**config.mk**
```make
export PLATFORM = sky130hd
export DESIGN_NAME = obi_burst_reader
export DESIGN_NICKNAME = d
export VERILOG_FILES = /design/src/rtl/obi_burst_reader.sv
export SDC_FILE = /design/constraint.sdc
export NUM_CORES = 1
export LEC_CHECK = 0
export CORE_ASPECT_RATIO = 0.7
export CORE_MARGIN = 5
export CORE_UTILIZATION = 51
export CTS_BUF_LIST = sky130_fd_sc_hd__clkbuf_16
export CTS_CLUSTER_DIAMETER = 200
export DETAILED_ROUTE_END_ITERATION = 16
export MAX_ROUTING_LAYER = met4
export PLACE_DENSITY = 0.86
export SETUP_SLACK_MARGIN = 0.1
export SLEW_MARGIN = 20
export SYNTH_ARGS = -nofsm -noshare
export SYNTH_HDL_FRONTEND = slang
export SYNTH_SLANG_ARGS = --single-unit
```
**constraint.sdc**
```tcl
create_clock -name clk -period 4.4 [get_ports clk]
set_clock_uncertainty 0.05 [all_clocks]
set_input_delay 0.88 -clock clk [delete_from_list [all_inputs] [get_ports clk]]
set_output_delay 0.88 -clock clk [all_outputs]
set_load 0.1 [all_outputs]
```
**src/rtl/obi_burst_reader.sv**
```systemverilog
// obi_burst_reader: sequential word-read burst initiator on req/gnt/rvalid, returning data in order on a valid/ready stream
// Ports: clk, rst_n (async, active-low); start_i/start_addr_i/len_i/abort_i burst control; busy_o/done_o status;
//        mem_* request side (read-only: we=0, be=all ones, wdata=0); data_valid_o/data_ready_i/data_o return stream.
module obi_burst_reader #(
    parameter int ADDR_WIDTH      = 32,
    parameter int DATA_WIDTH      = 32,
    parameter int LEN_WIDTH       = 16,
    parameter int MAX_OUTSTANDING = 2,
    parameter int FIFO_DEPTH      = 4
) (
    input  logic                    clk,
    input  logic                    rst_n,
    input  logic                    start_i,
    input  logic [ADDR_WIDTH-1:0]   start_addr_i,
    input  logic [LEN_WIDTH-1:0]    len_i,
    input  logic                    abort_i,
    output logic                    busy_o,
    output logic                    done_o,
    output logic                    mem_req_o,
    input  logic                    mem_gnt_i,
    input  logic                    mem_rvalid_i,
    output logic [ADDR_WIDTH-1:0]   mem_addr_o,
    output logic                    mem_we_o,
    output logic [DATA_WIDTH/8-1:0] mem_be_o,
    output logic [DATA_WIDTH-1:0]   mem_wdata_o,
    input  logic [DATA_WIDTH-1:0]   mem_rdata_i,
    output logic                    data_valid_o,
    input  logic                    data_ready_i,
    output logic [DATA_WIDTH-1:0]   data_o
);
    localparam int BW = DATA_WIDTH / 8;
    localparam int CW = $clog2(FIFO_DEPTH + 1) + 1;
    localparam int PW = FIFO_DEPTH > 1 ? $clog2(FIFO_DEPTH) : 1;
    localparam logic [CW-1:0] MAXO = CW'(MAX_OUTSTANDING);
    localparam logic [CW-1:0] DEP = CW'(FIFO_DEPTH);
    localparam logic [ADDR_WIDTH-1:0] STEP = ADDR_WIDTH'(BW);

    typedef enum logic [1:0] {IDLE, RUN, DRAIN} state_t;

    state_t                  state_q, state_d;
    logic [ADDR_WIDTH-1:0]   addr_q, addr_d;
    logic [LEN_WIDTH-1:0]    rem_q, rem_d;
    logic [CW-1:0]           out_q, out_d, cnt_q, cnt_d;
    logic [PW-1:0]           wptr_q, wptr_d, rptr_q, rptr_d;
    logic                    req_q, req_d, abort_q, abort_d, zl_q, zl_d;
    logic                    gnt, rv, push, pop, abort;
    logic [DATA_WIDTH-1:0]   mem [FIFO_DEPTH];

    function automatic logic [PW-1:0] nxt(input logic [PW-1:0] p);
        return (p == PW'(FIFO_DEPTH - 1)) ? '0 : p + PW'(1);
    endfunction

    assign busy_o       = state_q != IDLE;
    assign mem_req_o    = req_q;
    assign mem_addr_o   = addr_q;
    assign mem_we_o     = 1'b0;
    assign mem_be_o     = '1;
    assign mem_wdata_o  = '0;
    assign data_valid_o = cnt_q != '0;
    assign data_o       = data_valid_o ? mem[rptr_q] : '0;

    always_comb begin
        gnt     = req_q & mem_gnt_i;
        // rvalid with nothing outstanding is a protocol violation and is dropped
        rv      = mem_rvalid_i & (out_q != '0);
        push    = rv & (state_q == RUN);
        pop     = data_valid_o & data_ready_i;
        // an abort seen while a request waits for its grant is remembered until that grant
        abort   = abort_i | abort_q;
        state_d = state_q;
        addr_d  = gnt ? addr_q + STEP : addr_q;
        rem_d   = gnt ? rem_q - LEN_WIDTH'(1) : rem_q;
        out_d   = out_q + CW'(gnt) - CW'(rv);
        cnt_d   = cnt_q + CW'(push) - CW'(pop);
        wptr_d  = push ? nxt(wptr_q) : wptr_q;
        rptr_d  = pop ? nxt(rptr_q) : rptr_q;
        abort_d = abort_q;
        zl_d    = 1'b0;
        done_o  = zl_q;
        case (state_q)
            IDLE: begin
                abort_d = 1'b0;
                if (start_i && len_i != '0) begin
                    state_d = RUN;
                    addr_d  = start_addr_i & ~ADDR_WIDTH'(BW - 1);
                    rem_d   = len_i;
                end else if (start_i) begin
                    zl_d = 1'b1;
                end
            end
            RUN: begin
                if (rem_q == '0 && out_q == '0 && cnt_q == '0) begin
                    state_d = IDLE;
                    done_o  = 1'b1;
                end else if (abort && (!req_q || mem_gnt_i)) begin
                    state_d = DRAIN;
                    rem_d   = '0;
                    cnt_d   = '0;
                    wptr_d  = '0;
                    rptr_d  = '0;
                    abort_d = 1'b0;
                end else begin
                    abort_d = abort;
                end
            end
            DRAIN: begin
                if (out_q == '0) begin
                    state_d = IDLE;
                    done_o  = 1'b1;
                end
            end
            default: state_d = IDLE;
        endcase
        // a pending request is held until granted; a new one needs credit for its return slot
        req_d = (req_q & ~mem_gnt_i) |
                (state_d == RUN && rem_d != '0 && out_d < MAXO && out_d + cnt_d < DEP);
    end

    always_ff @(posedge clk or negedge rst_n) begin
        if (!rst_n) begin
            state_q <= IDLE;
            addr_q  <= '0;
            rem_q   <= '0;
            out_q   <= '0;
            cnt_q   <= '0;
            wptr_q  <= '0;
            rptr_q  <= '0;
            req_q   <= 1'b0;
            abort_q <= 1'b0;
            zl_q    <= 1'b0;
        end else begin
            state_q <= state_d;
            addr_q  <= addr_d;
            rem_q   <= rem_d;
            out_q   <= out_d;
            cnt_q   <= cnt_d;
            wptr_q  <= wptr_d;
            rptr_q  <= rptr_d;
            req_q   <= req_d;
            abort_q <= abort_d;
            zl_q    <= zl_d;
        end
    end

    always_ff @(posedge clk) begin
        if (push) mem[wptr_q] <= mem_rdata_i;
    end
endmodule

```
# Word-level counts from Yosys, hierarchy flattened
# Memories as Yosys holds them, arrays and structs flattened.
# Cells that the tools add are included.
dict set report totals {
  regBits 65
  ram_bits 128
  input_bits 87
  word_cells 94
  n_memories 1
}
dict set report op_classes {
  add_sub_neg 9
  order_cmp 2
  eq_ne 6
  mux 38
  bitwise_logic 8
  n_reduce_logical 20
}
# name depth word_bits read_ports rd_ports_with_merged_regs wr line_no
set mem_list {}
lappend mem_list {mem 4 32 1 0 1 47} ;# logic [DATA_WIDTH-1:0] mem [FIFO_DEPTH];
# operator n
set ops {}
lappend ops {{$mux W32} 4}
lappend ops {{$mux W16} 4}
lappend ops {{$add A32 B3 Y32 const B} 1}
lappend ops {{$pmux W16 S2} 1}
lappend ops {{$reduce_bool A16 Y1} 2}
lappend ops {{$mux W2} 14}
lappend ops {{$logic_not A16 Y1} 1}
lappend ops {{$sub A16 B1 Y16 const B} 1}
lappend ops {{$mux W4} 3}
lappend ops {{$mux W1} 9}
lappend ops {{$add A4 B1 Y4} 2}
lappend ops {{$logic_not A4 Y1} 2}
lappend ops {{$reduce_bool A4 Y1} 2}
lappend ops {{$sub A4 B1 Y4} 2}
lappend ops {{$logic_and A1 B1 Y1} 7}
lappend ops {{$eq A2 B2 Y1 const B} 3}
lappend ops {{$pmux W2 S3} 1}
lappend ops {{$and A1 B1 Y1} 5}
lappend ops {{$add A2 B1 Y2 const B} 2}
lappend ops {{$add A4 B4 Y4} 1}
lappend ops {{$eq A2 B1 Y1 const B} 2}
lappend ops {{$lt A4 B2 Y1 const B} 1}
lappend ops {{$lt A4 B3 Y1 const B} 1}
lappend ops {{$pmux W1 S2} 2}
lappend ops {{8 further kinds} 10}

# Logic depth before layout (Yosys ltp)
# Gate-level depths: netlist of the first run.
dict set report depth {
  depth_word 12
  depth_mapped 18
}

# Worst setup path before layout of the first run
# No wires, ideal clock.
dict set report synth_path {
  path_kind {reg2reg}
  startpoint {register cnt_q[2]}
  endpoint {register req_q (netlist: mem_req_o)}
  setup_time_ps 67
  t_arrival_ps 4136
  required_time_ps 4283
  slack_ps 147
  path_stages_with_launch 19
  path_buffers 0
  cell_sequence {dfrtp_1 inv_1 ha_1 nor3b_1 inv_1 nand2_1 inv_1 ha_1 inv_1 ha_1 fa_1 nor2b_1 ha_1 a31oi_1 nand3b_1 a211oi_1 a21oi_1 o31ai_1 o41a_1}
}
dict set report synth_between {
  elab_chain_cells 10
  word_cells_on_any_way 21
  classes_between {3 x add/sub; 1 x order compare; 1 x eq/ne; 7 x mux; 2 x bitwise; 7 x reduce/logical}
}
# item line_no
set synth_rtl {}
lappend synth_rtl {{start, declared} 43} ;# logic [CW-1:0] out_q, out_d, cnt_q, cnt_d;
lappend synth_rtl {{start signal, assigned} 136} ;# cnt_q <= cnt_d;
lappend synth_rtl {{$reduce_bool A4 Y1 *} 59} ;# assign data_valid_o = cnt_q != '0;
lappend synth_rtl {{net data_valid_o} 27} ;# output logic data_valid_o,
lappend synth_rtl {{$and A1 B1 Y1 *} 67} ;# pop = data_valid_o & data_ready_i;
lappend synth_rtl {{$sub A4 B1 Y4 *} 74} ;# cnt_d = cnt_q + CW'(push) - CW'(pop);
lappend synth_rtl {{$mux W4} 95} ;# end else if (abort && (!req_q || mem_gnt_i)) begin
lappend synth_rtl {{$mux W4} 92} ;# if (rem_q == '0 && out_q == '0 && cnt_q == '0) begin
lappend synth_rtl {{$mux W4 *} 80} ;# case (state_q)
lappend synth_rtl {{net cnt_d[1]} 43}
lappend synth_rtl {{$add A4 B4 Y4 *} 116} ;# (state_d == RUN && rem_d != '0 && out_d < MAXO && out_d + cnt_d < DEP);
lappend synth_rtl {{$lt A4 B3 Y1 *} 116}
lappend synth_rtl {{$logic_and A1 B1 Y1 *} 116}
lappend synth_rtl {{$or A1 B1 Y1 *} 115} ;# req_d = (req_q & ~mem_gnt_i) |
lappend synth_rtl {{net req_d} 45} ;# logic req_q, req_d, abort_q, abort_d, zl_q, zl_d;
lappend synth_rtl {{end signal, assigned} 139} ;# req_q <= req_d;
lappend synth_rtl {{end, declared} 45}
# Mark *: on every way through the listed nets, which the timed path passes. The rest lies on a longest branch.
# A chain may end at the register's enable or synchronous reset.

# Final worst setup path of the first run
dict set report layout_path {
  startpoint {input mem_rvalid_i}
  endpoint {register req_q (netlist: mem_req_o)}
}
dict set report layout_between {
  elab_chain_cells 11
  word_cells_on_any_way 14
  classes_between {4 x add/sub; 2 x order compare; 3 x mux; 3 x bitwise; 2 x reduce/logical}
}
# item line_no
set layout_rtl {}
lappend layout_rtl {{start, declared} 21} ;# input logic mem_rvalid_i,
lappend layout_rtl {{$and A1 B1 Y1 *} 65} ;# rv = mem_rvalid_i & (out_q != '0);
lappend layout_rtl {{$and A1 B1 Y1 *} 66} ;# push = rv & (state_q == RUN);
lappend layout_rtl {{$add A4 B1 Y4 *} 74}
lappend layout_rtl {{$sub A4 B1 Y4 *} 74}
lappend layout_rtl {{$mux W4} 95}
lappend layout_rtl {{$mux W4} 92}
lappend layout_rtl {{$mux W4 *} 80}
lappend layout_rtl {{net cnt_d[1]} 43}
lappend layout_rtl {{$add A4 B4 Y4 *} 116}
lappend layout_rtl {{$lt A4 B3 Y1 *} 116}
lappend layout_rtl {{$logic_and A1 B1 Y1 *} 116}
lappend layout_rtl {{$or A1 B1 Y1 *} 115}
lappend layout_rtl {{net req_d} 45}
# Marks and branches as above.

==> flow_summary.ini, run 1 <==
[run_status]
status = complete, no violations

[floorplanning]
ios = 192
die-height_um = 122
die_w_um = 170
start_util_pct = 52.5
dieArea_sq_um = 20700
core_area_sq_um = 17300
rows = 40

[timing]
rsz0062_at_grt = false
relSlewSlack_pct = 31.1
finalHoldViolCount = 0
maxSlewViolCount = 0
period_share_pct = 90.1
finalCriticalPeriod_ps = 3970
max_freq_mhz = 252
worst_pin_slew_ps = 1030
setup_violations = 0
tns_ps = 0

[placed_design]
placement.cell_area_sq_um = 10700
io_buffers = 150
hpwl_um = 14500
gp_congestion = 0.903
dp.cells = 1060

[grt]
grt_start_max_net_pins = 53
grt_first_pass_wirelength_um = 32100
track_usage_pct = 20.7
antenna_found_initial = 0
gr-total-overflow = 0
grt_pass1_vias = 5817

[yosys]
synth_ff_type = edfxtp_1
syn_avg_cell_area_sq_um = 13.1
synth_area_leader_cell = edfxtp_1
yosys.area.top_type_share_pct = 42.3
synth_edf_count = 128
syn_inst = 694
synth_cell_types = 59
netlist_area_sq_um = 9100
synthTopCellsByArea = edfxtp_1 (42%), dfrtp_1 (17%), mux4_2 (7.9%)
async_flop_share_pct = 33.0
ys_seq_elements = 191
yosysWarnings = 0
seq_area_frac_synth_pct = 59.6

[routing]
ant_nets = 0
vias = 5887
drc = 0
drt_wl_total_um = 20500
drt_iter0_markers = 474
via_per_inst = 5.39
dr.pass1.iters = 5
drt-wirelength-per-cell_um = 18.8

[clock_tree]
clkLatencyLatePin_ps = 440
cts_hold_buf = 0
numCtsBuffers = 17
htree_levels = 4
path_clk_slew_ps = 80
cts_tree = done
root_buffer = clkbuf_16
clock_sinks = 191
cts_max_path_buffers = 2

[setup_path]
crit_path_start_kind = primary input
crit_required_ps = 4730
critical_path.max_fanout = 3
cp_common_cell = ha_1
critPathSlowestCell = clkdlybuf4s50_1
path_cells = clkdlybuf4s50_1 > nor2b_1 > nand2_1 > ha_1 > inv_1 > ha_1 > fa_1 > nor2b_1 > ha_1 > a31oi_1 > nand3b_1 > a211oi_1 > a21oi_1 > o31ai_1 > o41a_1
crit_path_end_kind = flop
crit_arrival_ps = 4300
max_stage_delay_ps = 470
critPathKind = primary input to flop

[layout]
finish.utilization_pct = 65.5
final_cell_mix = edfxtp_1 (128), clkdlybuf4s50_1 (115), nand2_1 (65)
design_area_sq_um = 11300
stdcell_count = 1093
fin_nets = 961
final_common_cell = edfxtp_1
layout-drive-gt1-share_pct = 15.7
area_delta_synth_final_pct = 24.6
fillers = 1225

[hold_path]
hp-class = primary input to async pin

[job]
maxCapViolCount = 0
==> metrics by stage <==
stage	hold WS (ps)	setup WS [ps]
CTS	473	249
global route	411	251
floorplan	431	147
detailed placement	455	26.5
finish	381	434
global placement	459	129
==> registers in the layout, summed over array words and instances (netlist names), 2 cells and up <==
| signal | count |
|---|---|
| mem | 128 |
| mem_addr_o | 30 |
| rem_q | 16 |
| cnt_q | 4 |
| out_q | 4 |
| rptr_q | 2 |
| state_q | 2 |
| wptr_q | 2 |
==> final timing paths <==
kind | cells past startpoint | to | slack (ps) | startpoint
setup / recovery | 15 | mem_req_o$_DFF_PN0_ | 430 | mem_rvalid_i
hold / removal | 1 | mem_addr_o[13]$_DFF_PN0_ | 380 | rst_n
setup reg to reg | 18 | mem_req_o$_DFF_PN0_ | 450 | out_q[2]$_DFF_PN0_
hold reg to reg | 1 | abort_q$_DFFE_PN0P_ | 480 | abort_q$_DFFE_PN0P_
max in group asynchronous | 2 | rem_q[12]$_DFF_PN0_ | 3220 | rst_n
min in group clk | 1 | abort_q$_DFFE_PN0P_ | 480 | abort_q$_DFFE_PN0P_
==> critical path: cells and delay by family <==
kind,cells,cell delay [ps]
fa+ha+maj,4,1210
buf+inv,2,520
compound gates,5,1130
simple gates,4,560
==> per-layer routing <==
layer	vias to the layer above	share of wire (%)	routed length (um)	GRT usage, %
met5	-	0	0	-
met4	0	1.7	349	6.33
met3	22	5.7	1160	4.18
met2	176	49	10000	32.0
met1	2921	44	8980	28.2
li1	2768	-	-	-
==> layout make-up <==
class	instances	area [sq um]	share of cell area, %
Antenna cell	1	2.50	0.0221
Clock buffer	17	425	3.75
Clock inverter	15	229	2.02
Inverter	27	101	0.894
Multi-Input combinational cell	444	3330	29.3
Sequential cell	191	5420	47.8
Tap cell	231	289	2.55
Timing Repair Buffer	167	1540	13.6
==> cells in the mapped netlist (all sizes together) (3+ instances only) <==
cell type	count
a21boi	3
a21o	6
a21oi	13
a31oi	3
and2	4
and3	7
and4	4
buf	43
clkbuf	26
dfrtp	63
edfxtp	128
ha	24
inv	27
mux4	32
nand2	66
nand3	16
nand4	11
nor2	22
nor2b	40
nor3	8
nor3b	3
nor4	10
o21ai	42
o31ai	3
or2	3
or3	4
or4	9
xnor2	24
xor2	20
==> logic make-up (layout without fill, tap and decap cells) <==
kind of cell	count (synthesis)	in the layout	share of synthesized area, %
simple gates	214	214	12.5
buf+inv	96	226	5.58
fa+ha+maj	26	26	3.74
mux	35	35	8.27
flops	191	191	59.6
other cells	2	40	0.0826
compound gates	86	86	6.00
xor+xnor	44	44	4.24
==> repair_timing <==
| item | in CTS | in global routing |
|---|---|---|
| setup endpoints to repair | 0 | 1 |
| endpoints found under the hold margin | 0 | 0 |
| setup buffers | 0 | 0 |
| resized for setup | 0 | 1 |
Power of run 1 is not shown: default switching activity piles up to over one toggle a cycle in this logic, so the estimate is an artifact.
==> run 2, diff against run 1 <==
CAP_MARGIN = 20   (was not set)
CORE_UTILIZATION = 55   (was 51)
CTS_CLUSTER_DIAMETER = 100   (was 200)
PLACE_DENSITY = 0.91   (was 0.86)
clock period = 4.7 ns   (was 4.4 ns; I/O delays follow)
==> run 2 against run 1 <==
Register-to-register slack improved by 40 ps. Sequential share of layout area increased by 0.43 points. Critical path depth increased by 3. Wire length decreased by 1.4%. Non-clock buffer count decreased by 1. Via count decreased by 0.22%. Worst hold slack improved by 98 ps. Cell count decreased by 0.82%. Sequential cell count unchanged. Global-route usage increased by 1.4 points. Count of clock-buffer cells in the layout unchanged.
==> flow_summary.ini, run 2 (synthesis results as in run 1) <==
[timing]
tns_ps = 0
finalCriticalPeriod_ps = 4210
worst_pin_slew_ps = 1020
finalHoldViolCount = 0
setup_violations = 0
rsz0062_at_grt = false
period_share_pct = 89.6
relSlewSlack_pct = 31.6
maxSlewViolCount = 0
max_freq_mhz = 237
setup_slack_ps = 488

[floorplanning]
start_util_pct = 55.8
ios = 192
core_area_sq_um = 16300
die-height_um = 118
rows = 39
die_w_um = 164
dieArea_sq_um = 19300

[grt]
gr-usage-met1_pct = 30.7
track_usage_pct = 22.1
grt_pass1_vias = 5882
antenna_found_initial = 0
gr-total-overflow = 0
grt_first_pass_wirelength_um = 32200
use_met3_pct = 3.50
grtUsageMet2_pct = 34.2
grt_start_max_net_pins = 37
grt_busiest_layer = met2

[placed_design]
gp_congestion = 0.931
io_buffers = 150
hpwl_um = 14300
dp_slack_ps = 167
dp.cells = 1053

[clock_tree]
path_clk_slew_ps = 70
cts_resized = 0
htree_levels = 4
cts_max_path_buffers = 2
clkLatencyLatePin_ps = 430
numCtsBuffers = 17
cts_setup_buffers = 0
cts_tree = done
root_buffer = clkbuf_16
cts_hold_buf = 0
clock_sinks = 191

[setup_path]
critical_path.max_fanout = 5
reg2reg_depth = 18
crit_path_end_kind = flop
ff2ff_setup_slack_ps = 490
crit_required_ps = 5010
crit_arrival_ps = 4520
critPathKind = flop to flop
crit_path_start_kind = flop

[routing]
drt_wl_total_um = 20300
vias = 5874
dr.pass1.iters = 5
via_per_inst = 5.42
ant_nets = 0
drc = 0
drt-wirelength-per-cell_um = 18.7
drt_iter0_markers = 536

[layout]
final_common_cell = edfxtp_1
layout-drive-gt1-share_pct = 15.1
stdcell_count = 1084
area_delta_synth_final_pct = 23.5
fin_nets = 960
final_cell_mix = edfxtp_1 (128), clkdlybuf4s50_1 (116), nand2_1 (65)
finish.utilization_pct = 68.9
antenna_cells = 0
top_register = mem
largest_reg_flops = 128

[run_status]
status = complete, no violations

[job]
maxCapViolCount = 0

[hold_path]
hp-class = flop to flop
hold_path_depth = 1
-- run 2: worst paths after layout --
kind | startpoint | endpoint
worst min register to register | abort_q$_DFFE_PN0P_ | abort_q$_DFFE_PN0P_
worst min-delay path | abort_q$_DFFE_PN0P_ | abort_q$_DFFE_PN0P_
max in group asynchronous | rst_n | rem_q[15]$_DFF_PN0_
worst max-delay path | out_q[2]$_DFF_PN0_ | mem_req_o$_DFF_PN0_
min in group asynchronous | rst_n | mem_addr_o[13]$_DFF_PN0_
worst max register to register | out_q[2]$_DFF_PN0_ | mem_req_o$_DFF_PN0_
-- run 2: per-layer routing --
| metal | vias up | wire [um] |
|---|---|---|
| met5 | - | 0 |
| met4 | 0 | 308 |
| met3 | 28 | 1270 |
| met2 | 208 | 9790 |
| met1 | 2881 | 8890 |
| li1 | 2757 | - |
-- run 2: area by class of cell --
| class | instances | area, sq um |
|---|---|---|
| Sequential cell | 191 | 5420 |
| Fill cell | 1088 | 5060 |
| Multi-Input combinational cell | 444 | 3320 |
| Timing Repair Buffer | 166 | 1530 |
| Clock buffer | 17 | 425 |
| Tap cell | 225 | 282 |
| Clock inverter | 14 | 150 |
| Inverter | 27 | 101 |
-- run 2: stage by stage --
| step | cell area (sq um) | hold slack (ps) |
|---|---|---|
| after CTS | 11200 | 470 |
| final | 11200 | 480 |
| after detailed placement | 10700 | 455 |
| after global placement | 10700 | 449 |
| after floorplan | 9240 | 431 |
| after global routing | 11200 | 501 |
-- run 2: worst max-delay path, cell delays in order (launching register included) --
cell and delay, ps:
dfrtp_1 370, inv_1 80, ha_1 160, nor3b_1 560, nor2b_1 150, buf_4 180
ha_1 280, inv_1 60, ha_1 160, inv_1 60, fa_1 480, inv_1 70
ha_1 290, a31oi_1 260, nand3b_1 130, a211oi_1 250, a21oi_1 60, o31ai_1 300
o41a_1 210
Power of run 2 is left out for the same reason.
